`config.mk`:
```
export PLATFORM = sky130hd
export DESIGN_NAME = alu_pipe
export DESIGN_NICKNAME = d
export VERILOG_FILES = /design/src/rtl/alu_pkg.sv /design/src/rtl/booth_mul_seq.sv /design/src/rtl/alu_pipe.sv
export SDC_FILE = /design/constraint.sdc
export NUM_CORES = 1
export LEC_CHECK = 0
export BUFFER_PORTS_ARGS = -buffer_cell sky130_fd_sc_hd__buf_2
export CORE_MARGIN = 1.5
export CORE_UTILIZATION = 42
export DETAILED_ROUTE_END_ITERATION = 6
export PLACE_DENSITY = 0.68
export SLEW_MARGIN = 20
export SYNTH_ARGS = -nofsm -noshare
export SYNTH_HDL_FRONTEND = slang
export SYNTH_HIERARCHICAL = 1
export SYNTH_SLANG_ARGS = --single-unit
```
`constraint.sdc`:
```
create_clock -name clk -period 4.65 [get_ports clk]
set_clock_uncertainty 0.1 [all_clocks]
set_input_delay 0.465 -clock clk [delete_from_list [all_inputs] [get_ports clk]]
set_output_delay 0.465 -clock clk [all_outputs]
set_load 0.005 [all_outputs]
```
`src/rtl/alu_pkg.sv`:
```
// Shared definitions for the pipelined ALU.
// Contents:
//   - OP_*        : 3-bit opcodes carried on alu_sel
//   - state_t     : handshake FSM state encoding (IDLE / MUL / HOLD)
//   - add_sub_of  : signed overflow for add/sub, computed from the sign bits
package alu_pkg;

  localparam logic [2:0] OP_AND = 3'b000;
  localparam logic [2:0] OP_OR  = 3'b001;
  localparam logic [2:0] OP_ADD = 3'b010;
  localparam logic [2:0] OP_SLL = 3'b011;
  localparam logic [2:0] OP_MUL = 3'b100;
  localparam logic [2:0] OP_SRL = 3'b101;
  localparam logic [2:0] OP_SUB = 3'b110;
  localparam logic [2:0] OP_SLT = 3'b111;

  typedef enum logic [1:0] {
    ST_IDLE = 2'd0,  // no result held
    ST_MUL  = 2'd1,  // Booth multiplier iterating
    ST_HOLD = 2'd2   // result valid, waiting for the consumer
  } state_t;

  // For sub the effective second operand is ~b, so its sign is flipped.
  // Overflow means both effective operands share a sign the result lacks.
  function automatic logic add_sub_of(input logic is_sub,
                                      input logic a_msb,
                                      input logic b_msb,
                                      input logic r_msb);
    return (a_msb == (b_msb ^ is_sub)) && (r_msb != a_msb);
  endfunction

endpackage

```
`src/rtl/booth_mul_seq.sv`:
```
// Sequential radix-2 Booth multiplier, signed x signed, one bit per cycle.
// Ports:
//   clk, rst   : clock, asynchronous active-high reset (aborts a run)
//   start      : load operands and begin WIDTH iterations
//   a, b       : multiplicand, multiplier (two's complement)
//   done       : high during the last iteration cycle
//   product    : 2*WIDTH signed product, valid while done is high
//                (it is the combinational result of the final iteration, so
//                the caller can capture it on the same edge)
module booth_mul_seq #(
  parameter int WIDTH = 32
) (
  input  logic                 clk,
  input  logic                 rst,
  input  logic                 start,
  input  logic [WIDTH-1:0]     a,
  input  logic [WIDTH-1:0]     b,
  output logic                 done,
  output logic [2*WIDTH-1:0]   product
);

  localparam int SHW = $clog2(WIDTH);

  // The accumulator and multiplicand carry one extra sign bit so that
  // subtracting the most-negative multiplicand cannot overflow.
  logic [WIDTH:0]   acc;
  logic [WIDTH:0]   mcand;
  logic [WIDTH-1:0] mq;
  logic             q_m1;
  logic [SHW-1:0]   cnt;
  logic             running;

  logic [WIDTH:0]   sum;
  logic [WIDTH:0]   acc_nxt;
  logic [WIDTH-1:0] mq_nxt;

  // NOTE: every signal written here gets a value on every path first, so no
  // latch is inferred.
  always_comb begin
    sum = acc;
    case ({mq[0], q_m1})
      2'b01:   sum = acc + mcand;
      2'b10:   sum = acc - mcand;
      default: sum = acc;
    endcase
    // Arithmetic right shift of the {acc, mq, q_m1} chain.
    acc_nxt = {sum[WIDTH], sum[WIDTH:1]};
    mq_nxt  = {sum[0], mq[WIDTH-1:1]};
  end

  assign done    = running && (cnt == SHW'(WIDTH - 1));
  // The true product always fits in 2*WIDTH bits; the extra sign bit drops.
  assign product = {acc_nxt[WIDTH-1:0], mq_nxt};

  // NOTE: sequential state uses non-blocking assignments so every register
  // samples pre-edge values regardless of process order.
  always_ff @(posedge clk or posedge rst) begin
    if (rst) begin
      acc     <= '0;
      mcand   <= '0;
      mq      <= '0;
      q_m1    <= 1'b0;
      cnt     <= '0;
      running <= 1'b0;
    end else if (start) begin
      acc     <= '0;
      mcand   <= {a[WIDTH-1], a};
      mq      <= b;
      q_m1    <= 1'b0;
      cnt     <= '0;
      running <= 1'b1;
    end else if (running) begin
      acc  <= acc_nxt;
      mq   <= mq_nxt;
      q_m1 <= mq[0];
      cnt  <= cnt + SHW'(1);
      if (done) running <= 1'b0;
    end
  end

endmodule

```
`src/rtl/alu_pipe.sv`:
```
// Handshaked ALU stage between register read and writeback.
// Single-cycle ops are registered (latency 1); mul runs a WIDTH-cycle Booth
// iteration and returns a 2*WIDTH signed product.
// Ports:
//   clk, rst            : clock, asynchronous active-high reset
//   in_valid, in_ready  : operand-side handshake
//   a, b, alu_sel       : operands and opcode (shift amount is b[SHW-1:0])
//   out_valid, out_ready: result-side handshake
//   result, result_hi   : result (mul: low/high product halves; hi=0 otherwise)
//   of                  : signed overflow for add/sub/mul, 0 otherwise
//   busy                : multiply iteration in progress
module alu_pipe
  import alu_pkg::*;
#(
  parameter int WIDTH = 32,
  parameter int SHW   = $clog2(WIDTH)
) (
  input  logic             clk,
  input  logic             rst,
  input  logic             in_valid,
  output logic             in_ready,
  input  logic [WIDTH-1:0] a,
  input  logic [WIDTH-1:0] b,
  input  logic [2:0]       alu_sel,
  output logic             out_valid,
  input  logic             out_ready,
  output logic [WIDTH-1:0] result,
  output logic [WIDTH-1:0] result_hi,
  output logic             of,
  output logic             busy
);

  state_t state, state_nxt;

  logic                 accept;
  logic                 is_mul;
  logic                 mul_done;
  logic [2*WIDTH-1:0]   mul_product;

  logic [WIDTH-1:0]     op_res;
  logic                 op_of;
  logic [WIDTH-1:0]     sum;
  logic [WIDTH-1:0]     diff;

  logic [WIDTH-1:0]     res_q;
  logic [WIDTH-1:0]     hi_q;
  logic                 of_q;

  assign is_mul = (alu_sel == OP_MUL);
  assign accept = in_valid && in_ready;

  // ---------------------------------------------------------------- FSM
  always_ff @(posedge clk or posedge rst) begin
    if (rst) state <= ST_IDLE;
    else     state <= state_nxt;
  end

  always_comb begin
    state_nxt = state;
    case (state)
      ST_IDLE: if (accept) state_nxt = is_mul ? ST_MUL : ST_HOLD;
      ST_MUL:  if (mul_done) state_nxt = ST_HOLD;
      ST_HOLD: begin
        // An accept here replaces the held result as if coming from IDLE.
        if (accept)         state_nxt = is_mul ? ST_MUL : ST_HOLD;
        else if (out_ready) state_nxt = ST_IDLE;
      end
      default: state_nxt = ST_IDLE;
    endcase
  end

  always_comb begin
    in_ready  = (state == ST_IDLE) || ((state == ST_HOLD) && out_ready);
    out_valid = (state == ST_HOLD);
    busy      = (state == ST_MUL);
  end

  // ------------------------------------------------- single-cycle datapath
  assign sum  = a + b;
  assign diff = a + ~b + WIDTH'(1);

  always_comb begin
    op_res = '0;
    op_of  = 1'b0;
    case (alu_sel)
      OP_AND: op_res = a & b;
      OP_OR:  op_res = a | b;
      OP_ADD: begin
        op_res = sum;
        op_of  = add_sub_of(1'b0, a[WIDTH-1], b[WIDTH-1], sum[WIDTH-1]);
      end
      OP_SUB: begin
        op_res = diff;
        op_of  = add_sub_of(1'b1, a[WIDTH-1], b[WIDTH-1], diff[WIDTH-1]);
      end
      OP_SLL: op_res = a << b[SHW-1:0];
      OP_SRL: op_res = a >> b[SHW-1:0];
      OP_SLT: op_res = {{(WIDTH-1){1'b0}}, ($signed(a) < $signed(b))};
      default: op_res = '0;  // mul goes through the Booth unit
    endcase
  end

  // --------------------------------------------------------- multiplier
  booth_mul_seq #(.WIDTH(WIDTH)) u_mul (
    .clk     (clk),
    .rst     (rst),
    .start   (accept && is_mul),
    .a       (a),
    .b       (b),
    .done    (mul_done),
    .product (mul_product)
  );

  // ------------------------------------------------------ output registers
  // NOTE: these are plain datapath registers (not a memory array), so they
  // are reset to give the defined zero outputs after reset.
  always_ff @(posedge clk or posedge rst) begin
    if (rst) begin
      res_q <= '0;
      hi_q  <= '0;
      of_q  <= 1'b0;
    end else if (accept && !is_mul) begin
      res_q <= op_res;
      hi_q  <= '0;
      of_q  <= op_of;
    end else if (mul_done) begin
      res_q <= mul_product[WIDTH-1:0];
      hi_q  <= mul_product[2*WIDTH-1:WIDTH];
      // Overflow when the high half is not just the sign of the low half.
      of_q  <= |(mul_product[2*WIDTH-1:WIDTH] ^ {WIDTH{mul_product[WIDTH-1]}});
    end
  end

  assign result    = res_q;
  assign result_hi = hi_q;
  assign of        = of_q;

endmodule

```
==> impl_metrics.toml <==
[run_status]
status = "complete, but fails checks"
violations = "setup timing"

[yosys]
syn_nets = 2498
syn_inst = 2279
synthesis.area_um2 = 18700
ys_seq_elements = 170
yosysUniqueCellTypes = 94
synth-async-reset-ratio_pct = 100
yosysTopAreaCell = "dfrtp_1"
yosysWarnings = 6
synth_area_leaders = "dfrtp_1 (23%), ha_1 (9.7%), mux2i_1 (7.8%), mux4_2 (6.0%), nor2_1 (5.0%)"
yosysTopAreaCellShare_pct = 22.8
synth_ff_type = "dfrtp_1"
yosysMostFrequentCell = "nor2_1"
syn_area_per_cell_um2 = 8.18
synth_common_cells = "nor2_1 (247), nand2_1 (207), a21oi_1 (183)"
ys_seq_area_share_pct = 22.8
synth-edff-count = 0

[placement]
place_area_um2 = 20400
port_buffers = 138
routabilityCongestion = 1.00
dp_hpwl_um = 55300

[routing]
dr_wl_met3_um = 4560
wl_met2_um = 33300
routed_wl_um = 71400
avgRoutedWirePerCell_um = 23.7
via_per_inst = 6.15
drt_iter0_markers = 1879
wl_met1_um = 30200
drc = 0
ant_nets = 0
highest_layer = "met5"
drtPass1Iterations = 6
vias = 18600

[die]
die_w_um = 214
rows = 77
die_h_um = 214
core-area_um2 = 44000
die_area_um2 = 45700
io_pins = 139
initial_utilization_pct = 42.4

[cts]
clkLatencyLatePin_ns = 0.48
cts_max_level = 4
cts_root_buf = "clkbuf_16"
cts.sinks = 170
clockBufferDepth = 2
clk_pin_slew_worst_paths_ns = 0.08
cts_tree = "done"
numCtsBuffers = 17

[sta]
fmax_mhz = 209
fin_ws_ns = -0.143
slew_headroom_pct = 24.8
hold_viol = 0
setup_viol = 1
final-max-slew-violation-count = 0
rsz0062_at_grt = "yes"
finalCritPeriodShare_pct = 103
period_needed_ns = 4.79
fin_hold_ws_ns = 0.144
tightest_slew_ns = 1.12

[grt]
grt_max_degree = 79
grt_pass1_vias = 17700
antenna_found_initial = 2
grt.total_usage_pct = 31.6
grt_pass1_wl_um = 109000
overflow = 0

[setup_path]
crit_type = "flop to flop"
crit_arrival_ns = 5.05
cp_max_fo = 4
critical_path.max_stage_delay_ns = 0.56
cp_top_family = "simple AND/OR/NAND/NOR gates"
worstSetupStartpointType = "flop"
required_ns = 4.90
path_buf_inv = 0
crit_path_end_kind = "flop"
critical-path-slowest-cell = "or4_4"
crit_chain = "or4_4 > nor4_4 > nand3_2 > and2b_2 > nor2b_4 > a21oi_1 > xnor2_1 > ha_1 > nand4_1 > nor3_1 > a21oi_1 > o21ai_1 > a311o_1 > a21oi_2 > or3_4 > a21oi_2 > xor2_1 > nand4_1 > nor3_1 > a31oi_1 > nor4_1 > nor2_1 > o32a_1"

[power_and_ir_drop]
ir_drop_v = 0.000491
cellPowerDensity_nw_per_um2 = 621
p_leak_nw = 9.48

[final_layout]
areaGrowthSynthToFinish_pct = 13.2
final_area_um2 = 21100
drive_above_1_share_pct = 19.6
nNetsFinal = 2632

[run]
cap_violations = 0

[min_path]
hold_path.class = "primary input to flop"
-- logic make-up (layout without fill, tap and decap cells) --
family / Yosys count / in the layout / synth area share, %
compound gates: 677 / 677 / 23.5
xor+xnor: 81 / 81 / 3.80
fa+ha+maj: 148 / 148 / 10.0
buf+inv: 295 / 442 / 7.23
flops: 170 / 170 / 22.8
mux: 236 / 236 / 16.3
other cells: 0 / 1 / 0
simple gates: 672 / 672 / 16.3
-- registers in the layout, indices dropped and copies added (netlist names) --
register       cells
result            32
result_hi         32
u_mul/acc         32
u_mul/mcand       32
u_mul/mq          32
u_mul/cnt          5
state              2
of                 1
u_mul/q_m1         1
u_mul/running      1
-- cell type report --
class / count / area [µm²]
Tap cell: 592 / 741
Fill cell: 4291 / 22900
Antenna cell: 1 / 2.50
Timing Repair Buffer: 289 / 1870
Clock buffer: 20 / 447
Sequential cell: 170 / 4260
Clock inverter: 12 / 139
Multi-Input combinational cell: 1814 / 13200
Inverter: 121 / 458
-- per-stage QoR --
| step | setup WS, ns | utilization (%) | total power, mW | TNS (ns) | instances |
|---|---|---|---|---|---|
| after floorplan | 0.0152 | - | 8.19 | 0 | 2279 |
| final | -0.143 | 47.9 | 13.1 | -0.143 | 3019 |
| after detailed placement | -0.380 | 46.4 | 11.3 | -0.380 | 2985 |
| after global routing | -0.386 | 47.9 | 14.1 | -0.386 | 3018 |
| after CTS | -0.0663 | 47.9 | 13.0 | -0.0663 | 3018 |
| after global placement | -0.325 | 46.4 | 11.2 | -0.325 | 2985 |
-- routing by layer --
| metal | vias to the layer above | track usage (%) |
|---|---|---|
| met4 | 2 | 14.4 |
| met5 | - | 0 |
| met2 | 815 | 52.0 |
| met1 | 9012 | 41.7 |
| met3 | 178 | 3.37 |
| li1 | 8557 | - |
-- worst reg2reg max path, cell delays in order (launching register included) --
cell     delay, ns
dfrtp_1       0.38
or4_4         0.56
nor4_4        0.20
nand3_2       0.14
and2b_2       0.24
nor2b_4       0.15
a21oi_1       0.08
xnor2_1       0.13
ha_1          0.37
nand4_1       0.16
nor3_1        0.17
a21oi_1       0.09
o21ai_1       0.13
a311o_1       0.23
a21oi_2       0.08
or3_4         0.34
a21oi_2       0.15
xor2_1        0.23
nand4_1       0.10
nor3_1        0.16
a31oi_1       0.06
nor4_1        0.18
nor2_1        0.07
o32a_1        0.18
-- layout by cell type (no fill, tap or decap), drive strengths merged, types with 8 or more instances in the layout --
cell	instances
nand2b	20
mux2i	145
o21bai	19
a21oi	185
a211oi	29
or3	15
a221oi	13
nand2	207
dfrtp	170
o22ai	17
a31oi	24
a21o	35
o31ai	18
a211o	10
xnor2	64
nand3	36
xor2	17
o21ai	170
a2111oi	10
ha	145
a22oi	11
o21a	25
a311oi	8
nor3	47
inv	121
mux2	41
clkbuf	20
o2111ai	13
mux4	50
nor2	248
nor4	21
a21boi	9
buf	288
nand4	20
nor2b	21
o211ai	28
-- worst paths after layout --
kind,start,endpoint,slack (ns),cells after the start
min in group asynchronous,rst,result_hi[19]$_DFFE_PP0P_,0.50,3
max in group asynchronous,rst,u_mul/mq[28]$_DFFE_PP0P_,2.83,4
worst min-delay path,b[5],u_mul/mq[5]$_DFFE_PP0P_,0.14,3
worst max-delay path,u_mul/mcand[12]$_DFFE_PP0P_,of$_DFFE_PP0P_,-0.14,23
worst max register to register,u_mul/mcand[12]$_DFFE_PP0P_,of$_DFFE_PP0P_,-0.14,23
worst min register to register,result[7]$_DFFE_PP0P_,result[7]$_DFFE_PP0P_,0.38,2
-- where the power goes --
part | internal, mW | total, mW | switching (mW)
registers | 2.00 | 2.54 | 0.539
logic | 4.20 | 9.06 | 4.86
clock network | 0.811 | 1.50 | 0.694
total | 7.01 | 13.1 | 6.09
-- repair_timing --
item	in CTS	in global routing
endpoints found under the setup margin	1	2
endpoints found under the hold margin	23	0
pin swaps	11	3
buffers inserted	0	0
hold buffers	1	0
resized for setup	15	7
Power figures use the tool's default switching activity.
